### src/rtl/controle_porta.sv
// Door sequencing controller: motor, LEDs and 7-segment status from button, limit switches,
// obstacle and lock, with auto-close timer, motion watchdog and safety reopen.
module controle_porta #(
  parameter int T_ABERTO = 8,
  parameter int T_MOTOR  = 16,
  parameter int CNT_W    = 8
) (
  input  logic             clock,
  input  logic             reset,
  input  logic             botao,
  input  logic             trava,
  input  logic             sensor_aberto,
  input  logic             sensor_fechado,
  input  logic             obstaculo,
  output logic             motor_abrir,
  output logic             motor_fechar,
  output logic             ledVerde,
  output logic             ledVermelho,
  output logic [6:0]       HEX,
  output logic [2:0]       estado
);

  typedef enum logic [2:0] {
    FECHADO  = 3'd0,
    ABRINDO  = 3'd1,
    ABERTO   = 3'd2,
    FECHANDO = 3'd3,
    ERRO     = 3'd4
  } state_t;

  localparam logic [CNT_W-1:0] LIM_ABERTO = CNT_W'(T_ABERTO - 1);
  localparam logic [CNT_W-1:0] LIM_MOTOR  = CNT_W'(T_MOTOR - 1);
  localparam logic [CNT_W-1:0] T_MAX      = '1;

  state_t           state_reg, state_next;
  logic [CNT_W-1:0] t_reg, t_next;
  logic             hold;

  // {motor_abrir, motor_fechar, ledVerde, ledVermelho, HEX}
  function automatic logic [10:0] decode(input state_t s);
    case (s)
      FECHADO:  decode = {4'b0001, 7'b0001110};
      ABRINDO:  decode = {4'b1001, 7'b0001000};
      ABERTO:   decode = {4'b0010, 7'b1000000};
      FECHANDO: decode = {4'b0101, 7'b1000110};
      default:  decode = {4'b0011, 7'b0000110};
    endcase
  endfunction

  always_comb begin
    state_next = state_reg;
    hold       = 1'b0;
    case (state_reg)
      FECHADO: if (botao && !trava) state_next = ABRINDO;
      ABRINDO: begin
        if (sensor_aberto && sensor_fechado) state_next = ERRO;
        else if (sensor_aberto)              state_next = ABERTO;
        else if (t_reg == LIM_MOTOR)         state_next = ERRO;
      end
      ABERTO: begin
        if (botao || obstaculo)       hold       = 1'b1;
        else if (t_reg == LIM_ABERTO) state_next = FECHANDO;
      end
      FECHANDO: begin
        if (sensor_aberto && sensor_fechado) state_next = ERRO;
        else if (obstaculo || botao)         state_next = ABRINDO;
        else if (sensor_fechado)             state_next = FECHADO;
        else if (t_reg == LIM_MOTOR)         state_next = ERRO;
      end
      ERRO:    state_next = ERRO;
      default: state_next = ERRO;
    endcase
  end

  always_comb begin
    if (state_next != state_reg || state_next == FECHADO || state_next == ERRO || hold)
      t_next = '0;
    else if (t_reg == T_MAX)
      t_next = t_reg;
    else
      t_next = t_reg + 1'b1;
  end

  // Outputs are registered from the next state so they track the state register exactly.
  always_ff @(posedge clock) begin
    if (reset) begin
      state_reg <= FECHADO;
      t_reg     <= '0;
      estado    <= 3'd0;
      {motor_abrir, motor_fechar, ledVerde, ledVermelho, HEX} <= decode(FECHADO);
    end else begin
      state_reg <= state_next;
      t_reg     <= t_next;
      estado    <= state_next;
      {motor_abrir, motor_fechar, ledVerde, ledVermelho, HEX} <= decode(state_next);
    end
  end

endmodule

### config.mk
export PLATFORM = sky130hd
export DESIGN_NAME = controle_porta
export DESIGN_NICKNAME = d
export VERILOG_FILES = /design/src/rtl/controle_porta.sv
export SDC_FILE = /design/constraint.sdc
export NUM_CORES = 1
export LEC_CHECK = 0
export CAP_MARGIN = 10
export CELL_PAD_IN_SITES_DETAIL_PLACEMENT = 0
export CELL_PAD_IN_SITES_GLOBAL_PLACEMENT = 1
export CORE_MARGIN = 2
export CORE_UTILIZATION = 37
export DETAILED_ROUTE_END_ITERATION = 12
export PLACE_DENSITY = 0.78
export SLEW_MARGIN = 20
export SYNTH_ARGS = -nofsm -noshare
export SYNTH_HDL_FRONTEND = slang
export SYNTH_SLANG_ARGS = --single-unit
export TNS_END_PERCENT = 5
### constraint.sdc
create_clock -name clock -period 2.6 [get_ports clock]
set_input_delay 0.78 -clock clock [delete_from_list [all_inputs] [get_ports clock]]
set_output_delay 0.78 -clock clock [all_outputs]
set_load 0.02 [all_outputs]
==> flow_metrics.py, run 1 <==
metrics = {
    "status": {
        "status": "finished clean",
    },
    "timing": {
        "finalSetupTns_ps": 0,
        "hold_violations": 0,
        "rsz0062_at_grt": "false",
        "finalCritPeriodShare": 0.919,
        "worst_slack_ps": 212,
        "final.min_clock_period_ps": 2390,
        "clock.fmax_mhz": 419,
        "fin_hold_ws_ps": 581,
        "setup-violations-final": 0,
        "skew_ps": 4.73,
        "slew_viol_final": 0,
    },
    "placement": {
        "place.port_buffers": 17,
        "gp_congestion": 0.741,
        "pre_cts_ws_ps": -81.3,
        "detailed_place_hpwl_mm": 1.49,
    },
    "drt": {
        "ant_nets": 0,
        "drc": 0,
        "routed_wl_mm": 1.94,
        "vias": 779,
        "drtIter0Drc": 15,
        "drtPass1Iterations": 4,
        "wire_per_inst_um": 13.0,
        "avgViaCountPerCell": 5.19,
    },
    "clocking": {
        "cts_setup_buffers": 0,
        "cts-resized-gates": 0,
        "insertion_delay_ps": 290,
        "htreeDepth": 1,
        "clock-sinks": 18,
        "numCtsBuffers": 3,
        "cts_tree": "done",
        "clockRootBuffer": "clkbuf_4",
        "cts.clk_slew.worst_paths_ps": 100,
        "ctsHoldBuffers": 0,
        "clk_path_buf_depth": 2,
    },
    "worst_setup_path": {
        "r2r-end": "t_reg[6]",
        "cp_slowest_cell": "clkdlybuf4s50_1",
        "crit_path_max_fanout": 11,
        "crit_type": "reg -> out",
        "rr_worst_depth": 5,
        "critPathRequiredTime_ps": 1820,
        "endpoint_kind": "output pin",
        "cp_data_arrival_time_ps": 1610,
        "crit_family": "buffers and inverters",
        "critPathLaunchType": "register",
        "path_buf_inv": 1,
        "r2r_slack_ps": 510,
        "slowest_delay_ps": 700,
        "cp_cell_sequence": "clkdlybuf4s50_1",
        "r2r_start": "t_reg[4]",
    },
    "global_route": {
        "track_usage": 0.151,
        "grt_pass1_vias": 742,
        "grt_use_met1": 0.185,
        "antenna_found_initial": 0,
        "grt_overflow": 0,
        "grt_pass1_wl_mm": 3.20,
        "met2_usage": 0.248,
        "grt_max_degree": 12,
        "gr-max-usage-layer": "met2",
        "use_met3": 0.0328,
    },
    "floorplanning": {
        "die-height_um": 54.8,
        "row_count": 18,
        "start_util": 0.389,
        "dieWidth_um": 54.8,
        "ios": 21,
        "dieArea_um2": 3010,
        "coreArea_um2": 2450,
    },
    "power": {
        "vdd_drop_max_v": 0.000297,
        "p_per_area_nw_per_um2": 457,
        "total_leakage_power_nw": 0.394,
    },
    "finish": {
        "utilization": 0.476,
        "diodes": 0,
        "layout-drive-gt1-share": 0.108,
        "final_common_cell": "dfxtp_1",
        "nFillCells": 252,
        "area_growth_pct": 22.3,
        "fin_nets": 129,
        "final_cell_mix": "dfxtp_1, clkdlybuf4s50_1, nor2_1, nor3_1",
        "largest_reg_flops": 8,
    },
    "synthesis": {
        "async_flop_share": 0,
        "synth_edf_count": 0,
        "synth.distinct_cells": 41,
        "ys_seq_elements": 18,
        "synth_top_cells_by_area": "dfxtp_1, nor3_1, nor4b_1",
        "seq_area_frac_synth": 0.377,
        "syn-instance-count": 103,
        "synth_top_area_cell": "dfxtp_1",
        "yosys_most_used_dff": "dfxtp_1",
        "synth_top_area_share": 0.377,
        "synth_area_um2": 956,
        "avgSynthCellArea_um2": 9.28,
        "yosys_warnings": 0,
    },
    "worst_hold_path": {
        "hold_path_class": "reg -> reg",
        "hold_path_startpoint": "t_reg[1]",
        "hold_end": "t_reg[1]",
        "holdPathStages": 2,
    },
    "job": {
        "cap_violations": 0,
    },
}
-- through the flow --
step	cell area [um2]	std cells	power, mW
CTS	1170	150	0.541
global placement	1130	146	0.373
detailed placement	1130	146	0.374
finish	1170	150	0.535
floorplan	963	105	0.343
global route	1170	150	0.562
-- metal layers --
layer  up-vias  part of all wire
li1        405                 -
met4         0             0.019
met3         5             0.027
met2         8              0.49
met1       361              0.47
met5         -                 0
-- where the power goes --
part | total, mW | leakage [nW] | internal, mW | switching [mW]
registers | 0.291 | 0.146 | 0.282 | 0.00808
logic | 0.0764 | 0.227 | 0.0381 | 0.0384
clock network | 0.168 | 0.0210 | 0.0853 | 0.0822
-- Yosys cell counts (2+ instances only) --
cell	n
nor4b_1	4
and2_1	5
nand3_1	5
buf_2	4
buf_4	4
nand2b_1	2
nor3_1	7
nor2_1	9
a21oi_1	2
a2111oi_1	2
nor2b_1	4
dfxtp_1	18
xnor2_1	2
a31oi_1	4
nand2_1	3
inv_1	2
or2_1	2
-- kinds of logic (layout without fill, tap and decap cells) --
group / Yosys count / after routing / share of synthesized area
buffers and inverters: 11 / 26 / 0.0720
other: 1 / 3 / 0.00392
multiplexers: 2 / 2 / 0.0340
XOR/XNOR: 3 / 3 / 0.0275
AO/OA/AOI/OAI: 16 / 16 / 0.143
adder cells (fa/ha/maj): 1 / 1 / 0.0131
AND/OR/NAND/NOR: 51 / 51 / 0.330
flip-flops: 18 / 18 / 0.377
-- how the worst max path moves through the flow --
stage | to | cells past startpoint | startpoint
after floorplan | t_reg[2] | 6 | botao
after global placement | t_reg[6] | 6 | botao
after detailed placement | t_reg[7] | 7 | botao
after CTS | estado[0] | 1 | state_reg[0]
after global routing | t_reg[5] | 7 | botao
final | estado[0] | 1 | state_reg[0]
-- final cells by class --
type,instances,area (um2),area share
Clock buffer,4,36.3,0.0310
Inverter,2,7.51,0.00642
Multi-Input combinational cell,76,534,0.457
Sequential cell,18,360,0.308
Tap cell,30,37.5,0.0321
Timing Repair Buffer,20,193,0.165
Note: power is estimated with default switching activity, not from simulation.
==> inputs of run 2 (changes only) <==
Settings changed: CORE_MARGIN 2 to unset.
==> run 2 against run 1 <==
Net effect:
- sequential power about the same
- global-route usage decreased by 0.20 points
- fmax increased by 0.70%
- core utilization increased by 0.31 points
- sequential share of layout area decreased by 0.20 points
- total power decreased by 0.33%
- hold slack got worse by 14 ps
- clock power decreased by 2%
- clock-buffer cell count unchanged
- critical endpoint unchanged
- largest cell class unchanged
- largest power group unchanged
==> flow_metrics.py, run 2 (synthesis results as in run 1) <==
metrics = {
    "timing": {
        "finalCritPeriodShare": 0.912,
        "setup-violations-final": 0,
        "rsz0062_at_grt": "false",
        "hold_violations": 0,
        "finalSetupTns_ps": 0,
        "final.min_clock_period_ps": 2370,
        "clock.fmax_mhz": 422,
        "slew_viol_final": 0,
        "fin_hold_ws_ps": 567,
        "skew_ps": 5.79,
    },
    "finish": {
        "largest_reg_flops": 8,
        "utilization": 0.479,
        "area_growth_pct": 23.0,
        "final_common_cell": "dfxtp_1",
        "stdcell_area_um2": 1180,
        "fin_nets": 130,
        "final_cell_mix": "dfxtp_1, clkdlybuf4s50_1, nor2_1, nor3_1",
        "layout-drive-gt1-share": 0.116,
        "diodes": 0,
    },
    "worst_setup_path": {
        "critPathLaunchType": "register",
        "r2r_start": "t_reg[4]",
        "path_buf_inv": 1,
        "endpoint_kind": "output pin",
        "cp_data_arrival_time_ps": 1590,
        "r2r_slack_ps": 490,
        "r2r-end": "ledVerde",
        "crit_path_max_fanout": 11,
        "critPathRequiredTime_ps": 1820,
        "slowest_delay_ps": 700,
        "rr_worst_depth": 6,
        "crit_family": "buffers and inverters",
        "cp_slowest_cell": "clkdlybuf4s50_1",
        "crit_type": "reg -> out",
        "cp_cell_sequence": "clkdlybuf4s50_1",
        "critPathLaunch": "state_reg[0]",
    },
    "clocking": {
        "clock-sinks": 18,
        "ctsHoldBuffers": 0,
        "cts.clk_slew.worst_paths_ps": 100,
        "cts-resized-gates": 0,
        "insertion_delay_ps": 280,
        "clockRootBuffer": "clkbuf_4",
        "numCtsBuffers": 3,
        "clk_path_buf_depth": 2,
        "cts_tree": "done",
        "cts_setup_buffers": 0,
        "htreeDepth": 1,
    },
    "drt": {
        "wire_per_inst_um": 12.2,
        "drc": 0,
        "drtPass1Iterations": 4,
        "ant_nets": 0,
        "drtIter0Drc": 8,
        "avgViaCountPerCell": 5.26,
        "routed_wl_mm": 1.84,
        "vias": 795,
    },
    "floorplanning": {
        "dieArea_um2": 2790,
        "ios": 21,
        "die-height_um": 52.8,
        "dieWidth_um": 52.8,
        "row_count": 18,
        "coreArea_um2": 2450,
        "start_util": 0.389,
    },
    "global_route": {
        "gr-max-usage-layer": "met2",
        "met2_usage": 0.257,
        "grt_overflow": 0,
        "grt_use_met1": 0.179,
        "use_met3": 0.0174,
        "track_usage": 0.149,
        "grt_pass1_wl_mm": 3.03,
        "grt_max_degree": 12,
        "antenna_found_initial": 0,
        "grt_pass1_vias": 705,
    },
    "power": {
        "vdd_drop_max_v": 0.000321,
        "p_per_area_nw_per_um2": 453,
        "total_leakage_power_nw": 0.399,
        "p_total_mw": 0.533,
    },
    "worst_hold_path": {
        "hold_end": "t_reg[1]",
        "holdPathStages": 2,
        "hold_path_class": "reg -> reg",
        "hold_path_startpoint": "t_reg[1]",
    },
    "placement": {
        "placed_cell_area_um2": 1140,
        "place.port_buffers": 17,
        "gp_congestion": 0.693,
        "detailed_place_hpwl_mm": 1.44,
    },
    "status": {
        "status": "finished clean",
    },
    "job": {
        "cap_violations": 0,
    },
}
[run 2: cell count changes in the layout (fill, tap and decap cells not counted)]
| cell | delta |
|---|---|
| buf_4 | +1 |
[run 2: final cells by class]
class                   instances  area, um2
flip-flops and latches         18        360
fillers                       245       1280
repair buffers                 21        200
clock buffers                   4       36.3
well taps                      30       37.5
inverters                       2       7.51
multi-input cells              76        534
[run 2: how the worst max path moves through the flow]
stage / to / depth (start not counted)
2_1_floorplan: t_reg[2] / 6
3_3_place_gp: t_reg[2] / 6
3_5_place_dp: t_reg[2] / 6
4_1_cts: estado[0] / 1
5_1_grt: t_reg[2] / 6
6_report: estado[0] / 1
[run 2: worst register-to-register path: cells and delay by family, from the launching register on]
family,cells,cell delay (ps)
buffers and inverters,1,180
AO/OA/AOI/OAI,1,190
AND/OR/NAND/NOR,4,1310
flip-flops,1,390
[run 2: stage by stage]
stage                     setup WS (ps)  cells
after floorplan                     402    105
after global placement            -28.3    147
after detailed placement          -56.9    147
after CTS                           205    151
after global routing                111    151
final                               229    151
[run 2: per-layer routing]
| metal | wire length, um | part of all wire | vias to the layer above |
|---|---|---|---|
| met2 | 909 | 0.49 | 10 |
| met4 | 12 | 0.0065 | 0 |
| li1 | - | - | 409 |
| met5 | 0 | 0 | - |
| met3 | 43 | 0.023 | 2 |
| met1 | 875 | 0.48 | 374 |
[run 2: power breakdown]
group / switching (mW) / total, mW / internal [mW]
registers: 0.00786 / 0.290 / 0.282
clock network: 0.0792 / 0.164 / 0.0852
logic: 0.0382 / 0.0780 / 0.0398
total: 0.125 / 0.533 / 0.407
==> inputs of run 3 (changes only) <==
Settings changed: CORE_ASPECT_RATIO set to 1.2.
==> run 3 against run 2 <==
Net effect:
- critical path type is now in -> reg
- core utilization rose by 1.6 points
- non-clock buffer count did not move
- highest routed layer unchanged
- design area rose by 0.11%
- global-route usage rose by 0.26 points
- routed wire length rose by 6.7%
- total power rose by 0.13%
- critical path depth rose by 5
==> flow_metrics.py, run 3 (synthesis results as in run 1) <==
metrics = {
    "status": {
        "status": "finished clean",
    },
    "timing": {
        "setup-violations-final": 0,
        "final.min_clock_period_ps": 2420,
        "clock.fmax_mhz": 414,
        "skew_ps": 1.31,
        "fin_hold_ws_ps": 554,
        "rsz0062_at_grt": "false",
        "hold_violations": 0,
        "slew_viol_final": 0,
        "finalCritPeriodShare": 0.929,
        "worst_slack_ps": 185,
    },
    "worst_setup_path": {
        "slowest_delay_ps": 450,
        "crit_path_max_fanout": 8,
        "cp_data_arrival_time_ps": 2610,
        "critPathRequiredTime_ps": 2800,
        "path_buf_inv": 1,
        "critPathLaunchType": "input pin",
        "cp_cell_sequence": "clkdlybuf4s50_1 > or2_1 > a32oi_1 > o211ai_2 > mux2i_4 > nor4_1",
        "endpoint_kind": "register",
        "cp_slowest_cell": "clkdlybuf4s50_1",
        "crit_type": "in -> reg",
        "crit_family": "simple AND/OR/NAND/NOR gates",
    },
    "power": {
        "p_switching_mw": 0.126,
        "combPwrFrac": 0.147,
        "total_leakage_power_nw": 0.399,
        "power.share.clock": 0.308,
        "internal_power_mw": 0.407,
        "pwr-share-seq": 0.544,
        "p_per_area_nw_per_um2": 453,
        "vdd_drop_max_v": 0.000458,
        "switching_share": 0.237,
    },
    "global_route": {
        "track_usage": 0.152,
        "antenna_found_initial": 0,
        "grt_pass1_vias": 785,
        "grt_overflow": 0,
        "grt_pass1_wl_mm": 3.33,
        "grt_max_degree": 12,
    },
    "finish": {
        "area_growth_pct": 23.2,
        "diodes": 0,
        "fin_nets": 130,
        "final_cell_mix": "dfxtp_1, clkdlybuf4s50_1, nor2_1, nor3_1",
        "final_common_cell": "dfxtp_1",
        "layout-drive-gt1-share": 0.116,
        "stdcell_area_um2": 1180,
        "final_cells": 152,
        "utilization": 0.495,
        "largest_reg_flops": 8,
    },
    "placement": {
        "place.port_buffers": 17,
        "detailed_place_hpwl_mm": 1.48,
        "gp_congestion": 0.796,
        "placed_cell_area_um2": 1140,
        "pre_cts_ws_ps": -87.1,
        "placed_cells": 148,
    },
    "clocking": {
        "htreeDepth": 1,
        "numCtsBuffers": 3,
        "cts-resized-gates": 0,
        "clk_path_buf_depth": 2,
        "ctsHoldBuffers": 0,
        "clockRootBuffer": "clkbuf_4",
        "cts_setup_buffers": 0,
        "clock-sinks": 18,
        "cts_tree": "done",
        "cts.clk_slew.worst_paths_ps": 90,
        "insertion_delay_ps": 290,
    },
    "worst_hold_path": {
        "hold_path_class": "reg -> reg",
    },
    "floorplanning": {
        "start_util": 0.402,
        "die-height_um": 57.7,
        "coreArea_um2": 2380,
        "ios": 21,
        "dieArea_um2": 2790,
        "row_count": 19,
        "dieWidth_um": 48.4,
    },
    "drt": {
        "drtPass1Iterations": 4,
        "ant_nets": 0,
        "drtIter0Drc": 12,
        "drc": 0,
        "routed_wl_mm": 1.97,
        "avgViaCountPerCell": 5.40,
        "vias": 821,
        "wire_per_inst_um": 12.9,
    },
    "job": {
        "cap_violations": 0,
    },
}
## run 3: final timing paths
kind,cells after the start,to,startpoint,slack (ps)
min reg2reg,2,t_reg[1],t_reg[1],550
max reg2reg,5,t_reg[6],t_reg[2],420
min,2,t_reg[1],t_reg[1],550
max,6,t_reg[6],botao,180
## run 3: cell type report
type | count | area (um2)
Sequential cell | 18 | 360
Clock buffer | 4 | 36.3
Inverter | 2 | 7.51
Tap cell | 31 | 38.8
Timing Repair Buffer | 21 | 200
Multi-Input combinational cell | 76 | 534
Fill cell | 232 | 1200
## run 3: per-stage QoR
stage / setup TNS (ps) / total power [mW]
3_3_place_gp: 0 / 0.374
2_1_floorplan: 0 / 0.343
5_1_grt: 0 / 0.564
6_report: 0 / 0.533
3_5_place_dp: -318 / 0.375
4_1_cts: 0 / 0.543
## run 3: worst min-delay path: cells and delay by family (launching register included)
family	cells	cell delay, ps
flops	1	340
mux	1	120
simple gates	1	50
## run 3: metal layers
layer / vias up / routed length (um) / GRT usage
met2: 24 / 1000 / 0.282
li1: 404 / - / -
met4: 0 / 27 / 0.0462
met5: - / 0 / 0
met3: 2 / 97 / 0.0499
met1: 391 / 837 / 0.165
## run 3: power by group through the flow
stage | combinational (mW) | clock, mW | sequential, mW
3_5_place_dp | 0.0780 | 0 | 0.297
5_1_grt | 0.0841 | 0.188 | 0.292
6_report | 0.0785 | 0.165 | 0.290
3_3_place_gp | 0.0771 | 0 | 0.297
2_1_floorplan | 0.0433 | 0 | 0.300
4_1_cts | 0.0782 | 0.175 | 0.290
==> RTL edit 1, RTL diff (config.mk and constraints of run 2) <==
Set the parameter `CNT_W` to 6 (it was 8).
--- a/src/rtl/controle_porta.sv
+++ b/src/rtl/controle_porta.sv
@@ -4,5 +4,5 @@
   parameter int T_ABERTO = 8,
   parameter int T_MOTOR  = 16,
-  parameter int CNT_W    = 8
+  parameter int CNT_W    = 6
 ) (
   input  logic             clock,
Check against the original RTL: no difference found for any inputs over 10 cycles, from zero or initial values and one cycle with reset high; that may be too few to reach the edited logic, so the function may still have changed.
==> RTL edit 1 against run 2 <==
- cell area decreased by 11%
- maximum frequency increased by 0.43%
- routed wire length decreased by 11%
- sequential power decreased by 11%
- synthesized cell count decreased by 17%
- setup slack improved by 10 ps
- power decreased by 7.1%
- synthesized area decreased by 11%
- sequential cell count decreased by 2
- non-clock buffer count decreased by 4
- critical path type unchanged
- largest power group unchanged
- highest routed layer unchanged
==> RTL edit 1: results (changes against run 2) <==
Routing
  • Post-DR wirelength/cell: 12.9 um (was 12.2 um)
  • Post-route DRC: 0 (unchanged)
  • Drt pass-1 iters: 4 (unchanged)
  • DRT iter0 DRCs: 2 (was 8)
  • DR vias: 653 (was 795)

Critical path
  • Worst-path fanout max: 9 (was 11)
  • R2r setup slk: 760 ps (was 490 ps)
  • Crit path from: state_reg[2]$_SDFF_PP0_ (was state_reg[0]$_SDFF_PP0_)
  • Slowest cell on the critical path: clkdlybuf4s50_1 (unchanged)
  • Cells on worst reg2reg path: 6 (unchanged)
  • Delay-heaviest family, CP: buffers and inverters (unchanged)
  • WP data arrival: 1580 ps
  • Crit Reg-Reg Endpoint: motor_fechar$_SDFF_PP0_ (was ledVerde$_SDFF_PP0_)
  • Reg-to-Reg Start: t_reg[0]$_SDFFE_PP0P_ (was t_reg[4]$_SDFFE_PP0P_)

Power and ir drop
  • Leakage Power: 0.404 nW (was 0.399 nW)
  • Peak supply drop: 0.292 mV (was 0.321 mV)

Global route
  • First-pass GRT wire length: 2.75 mm (was 3.03 mm)
  • Vias in the first global route: 628 (was 705)
  • Initial antenna violation count: 0 (unchanged)
  • Largest net degree at the start of global routing: 11 (was 12)
  • GRT Util Overall: 14.3% (was 14.9%)

Clock network
  • Root Driver: clkbuf_4 (unchanged)
  • Clock latency on the worst-skew pair: 280 ps (about the same)
  • Num CTS Buffers: 3 (unchanged)
  • Postcts setup bufs: 0 (unchanged)
  • Clock-pin slew on the worst setup and hold paths: 90 ps
  • H-tree Lvls: 1 (unchanged)

Cells and area
  • Nets@finish: 110 (was 130)
  • Largest register FFs: 6 (was 8)
  • Antenna cells: 0 (unchanged)
  • Share of layout cells above drive strength 1: 16.8% (was 11.6%)
  • Filler cells: 204 (was 245)

Placed design
  • Buffers on Ports: 17 (unchanged)
  • Detailed placer's ending HPWL: 1.25 mm (was 1.44 mm)
  • Placer Congestion: 0.732 (was 0.693)

Min path
  • Endpoint, Worst Hold: t_reg[1]$_SDFFE_PP0P_ (unchanged)
  • Hold crit path type: register to register (unchanged)
  • Hold_sp: t_reg[1]$_SDFFE_PP0P_ (unchanged)

Synth
  • Ranking of synthesized cells by area: dfxtp_1, o211ai_2, mux2i_1 (was dfxtp_1, nor3_1, nor4b_1)
  • Post-synth top cells: dfxtp_1, nor2_1, buf_4, nor3_1 (was dfxtp_1, nor2_1, nor3_1)
  • Ys Warns: 0 (unchanged)
  • Sequential area share after synthesis: 37.7% (about the same)
  • Asr flop ratio synth: 0% (unchanged)
  • Post-synth cell types: 40 (was 41)

Outcome
  • Status: complete, no violations (unchanged)

STA
  • Clock Skews: 7.40 ps (was 5.79 ps)

Run
  • Max-cap violation count: 0 (unchanged)
-- RTL edit 1: cell count changes after synthesis, moves of 3 or more --
cell / delta
a31oi_1: -4
nor2_1: -3
nor2b_1: -3
nor3_1: -3
nor4b_1: -4
-- RTL edit 1: worst max-delay path by stage --
| stage | end | slack, ps | cells after the start |
|---|---|---|---|
| 2_1_floorplan | motor_fechar$_SDFF_PP0_ | 820 | 5 |
| 3_3_place_gp | motor_fechar$_SDFF_PP0_ | 150 | 6 |
| 3_5_place_dp | motor_fechar$_SDFF_PP0_ | 140 | 6 |
| 4_1_cts | estado[2] | 240 | 1 |
| 5_1_grt | estado[2] | 190 | 1 |
| 6_report | estado[2] | 240 | 1 |
-- RTL edit 1: cell families after synthesis --
logic type                 Yosys count  share of synthesized area (%)
adders and majority gates            1                           1.47
and+or+nand+nor                     33                           25.6
other                                1                          0.441
muxes                                3                           3.53
DFF                                 16                           37.7
AOI/OAI and AO/OA                   18                           20.8
buffers and inverters               10                           7.36
xor gates and xnor gates             3                           3.09
-- RTL edit 1: area by class of cell --
type | count | area share [%]
clock buffers | 4 | 3.47
inverters | 3 | 1.08
multi-input cells | 61 | 45.3
flip-flops and latches | 16 | 30.6
well taps | 27 | 3.23
repair buffers | 17 | 16.3
-- RTL edit 1: metrics by stage --
stage	worst slack, ps	hold WS, ps	util (%)	instance area, um2	std cells
2_1_floorplan	823	510	-	857	87
3_3_place_gp	152	524	49.0	1010	124
3_5_place_dp	142	531	49.0	1010	124
4_1_cts	244	549	50.7	1050	128
5_1_grt	190	599	50.7	1050	128
6_report	239	549	50.7	1050	128
-- RTL edit 1: layer usage --
metal / GRT usage (%) / share of wire (%) / wire (um)
met1: 17.3 / 48 / 782
met2: 23.2 / 47 / 772
met3: 4.01 / 4.6 / 76
met4: 6.67 / 0.79 / 13
met5: 0 / 0 / 0
-- RTL edit 1: power breakdown --
part / total (mW) / switching, mW / internal, mW
clock network: 0.161 / 0.0754 / 0.0851
logic: 0.0758 / 0.0395 / 0.0363
registers: 0.258 / 0.00683 / 0.252
total: 0.495 / 0.122 / 0.373
==> RTL edit 2, RTL diff (settings of run 2) <==
Without the edit above. The output `estado` loses its register stage (`estado` becomes a continuous assignment).
--- a/src/rtl/controle_porta.sv
+++ b/src/rtl/controle_porta.sv
@@ -87,14 +87,14 @@
       state_reg <= FECHADO;
       t_reg     <= '0;
-      estado    <= 3'd0;
       {motor_abrir, motor_fechar, ledVerde, ledVermelho, HEX} <= decode(FECHADO);
     end else begin
       state_reg <= state_next;
       t_reg     <= t_next;
-      estado    <= state_next;
       {motor_abrir, motor_fechar, ledVerde, ledVermelho, HEX} <= decode(state_next);
     end
   end
 
+  assign estado = state_next;
+
 endmodule
 
Behaviour: not the same (a bounded check fails within 4 cycles, from zero or initial values and one cycle with reset high).
==> RTL edit 2 against run 2 <==
- the flow now finishes with violations (setup timing)
- setup slack worse by 240 ps
- routed wire length increased by 16%
- via count is 9.4% higher
- utilization increased by 8.3 points
- sequential share of layout area fell by 4.6 points
- count of clock-buffer cells in the layout is the same
- sequential cell count unchanged
- power increased by 5.7%
- global-route usage grew 2.9 points
- die area rose by 1.5%
- cell area is 18% higher
- synthesized area up 1.6%
- largest power group unchanged
- highest routed layer unchanged
==> RTL edit 2: results (changes against run 2) <==
Synth
  • Top FF cell, synth: dfxtp_1 (unchanged)
  • Asr flop ratio synth: 0% (unchanged)
  • Post-synth top cells: dfxtp_1, nor2_1, nor3_1 (unchanged)
  • Ys Warns: 0 (unchanged)
  • Post-synth cell types: 37 (was 41)
  • Ranking of synthesized cells by area: dfxtp_1, nor3_1, buf_4 (was dfxtp_1, nor3_1, nor4b_1)
  • Sequential area share after synthesis: 37.1% (was 37.7%)

Clock network
  • Clock latency on the worst-skew pair: 290 ps
  • H-tree Lvls: 1 (unchanged)
  • Clock buffer depth: 2 (unchanged)
  • Num CTS Buffers: 3 (unchanged)
  • Postcts setup bufs: 0 (unchanged)
  • Root Driver: clkbuf_4 (unchanged)
  • Clock-pin slew on the worst setup and hold paths: 100 ps (about the same)

Min path
  • Hold crit path type: register to register (unchanged)
  • Hold_sp: t_reg[7]$_SDFFE_PP0P_ (was t_reg[1]$_SDFFE_PP0P_)

Global route
  • First-pass GRT wire length: 3.55 mm (was 3.03 mm)
  • Vias in the first global route: 817 (was 705)
  • Largest net degree at the start of global routing: 11 (was 12)
  • Initial antenna violation count: 0 (unchanged)
  • GRT Util Overall: 17.9% (was 14.9%)

Critical path
  • WP data arrival: 1830 ps (was 1590 ps)
  • Crit path from: botao (was state_reg[0]$_SDFF_PP0_)
  • Worst-path fanout max: 3 (was 11)
  • Reg-to-Reg Start: t_reg[0]$_SDFFE_PP0P_ (was t_reg[4]$_SDFFE_PP0P_)

Routing
  • Drt pass-1 iters: 4 (unchanged)
  • DRT iter0 DRCs: 14 (was 8)
  • Post-DR wirelength/cell: 12.0 um (was 12.2 um)
  • Vias per cell: 4.89 (was 5.26)

Placed design
  • Placed cell area: 1320 um2 (was 1140 um2)
  • Setup slack at placement: -861 ps (was -56.9 ps)
  • Buffers on Ports: 17 (unchanged)
  • Detailed placer's ending HPWL: 1.65 mm (was 1.44 mm)
  • Placer Congestion: 0.779 (was 0.693)

STA
  • Clock Skews: 2.31 ps (was 5.79 ps)
  • Final setup violation count: 1 (was 0)
  • Final worst slack: -8.80 ps (was 229 ps)
  • Setup TNS: -8.80 ps (was 0 ps)

Cells and area
  • Share of layout cells above drive strength 1: 34.5% (was 11.6%)
  • Antenna cells: 0 (unchanged)
  • Largest register FFs: 8 (unchanged)
  • Nets@finish: 157 (was 130)
  • Filler cells: 232 (was 245)

Power and ir drop
  • Leakage Power: 0.592 nW (was 0.399 nW)
  • Peak supply drop: 0.346 mV (was 0.321 mV)

Outcome
  • Failing checks: setup timing
  • Status: complete, but fails checks (was complete, no violations)
## RTL edit 2: timing repair
item | CTS | global route
pin swaps | 8 | 3
resized for setup | 41 | 2
setup endpoints to repair | 3 | 3
## RTL edit 2: cell families (layout without fill, tap and decap cells)
kind of cell	after synthesis	after routing	share of synthesized area, %
and+or+nand+nor	58	58	36.3
buffers and inverters	9	47	6.57
adders and majority gates	1	1	1.29
other	1	3	0.386
xor gates and xnor gates	6	6	5.41
AOI/OAI and AO/OA	13	13	10.3
DFF	18	18	37.1
muxes	2	2	2.58
## RTL edit 2: through the flow
stage | utilization, % | std cells | power [mW]
detailed placement | 53.3 | 175 | 0.399
CTS | 55.7 | 178 | 0.570
global placement | 53.3 | 175 | 0.398
global route | 56.2 | 178 | 0.596
finish | 56.2 | 178 | 0.563
floorplan | - | 110 | 0.352
## RTL edit 2: final timing paths
| check | to | slack [ps] | depth (start not counted) |
|---|---|---|---|
| max | estado[2] | -9 | 5 |
| min | t_reg[7]$_SDFFE_PP0P_ | 660 | 4 |
| max reg2reg | t_reg[6]$_SDFFE_PP0P_ | 450 | 9 |
| min reg2reg | t_reg[7]$_SDFFE_PP0P_ | 660 | 4 |
## RTL edit 2: power by group
part	total, mW	internal, mW	switching, mW
Sequential	0.287	0.283	0.00379
Clock	0.170	0.0854	0.0845
Combinational	0.107	0.0505	0.0562
## RTL edit 2: critical path: stages
cell and delay (ps):
clkdlybuf4s15_1 210, or4_4 460, a21boi_2 130, or3b_4 130
buf_6 110
## RTL edit 2: layer usage
layer | wire length [um] | vias to the layer above | part of all wire, % | track usage [%]
met3 | 55 | 4 | 2.6 | 2.59
met5 | 0 | - | 0 | 0
met1 | 954 | 399 | 45 | 22.2
met4 | 55 | 0 | 2.6 | 10.5
met2 | 1070 | 15 | 50 | 28.7
li1 | - | 452 | - | -
## RTL edit 2: area by class of cell
class | instances | share of cell area [%]
multi-input combinational | 83 | 43.0
sequential | 18 | 26.1
timing repair buffer | 42 | 25.4
tap | 30 | 2.70
clock buffer | 4 | 2.61
inverter | 1 | 0.270
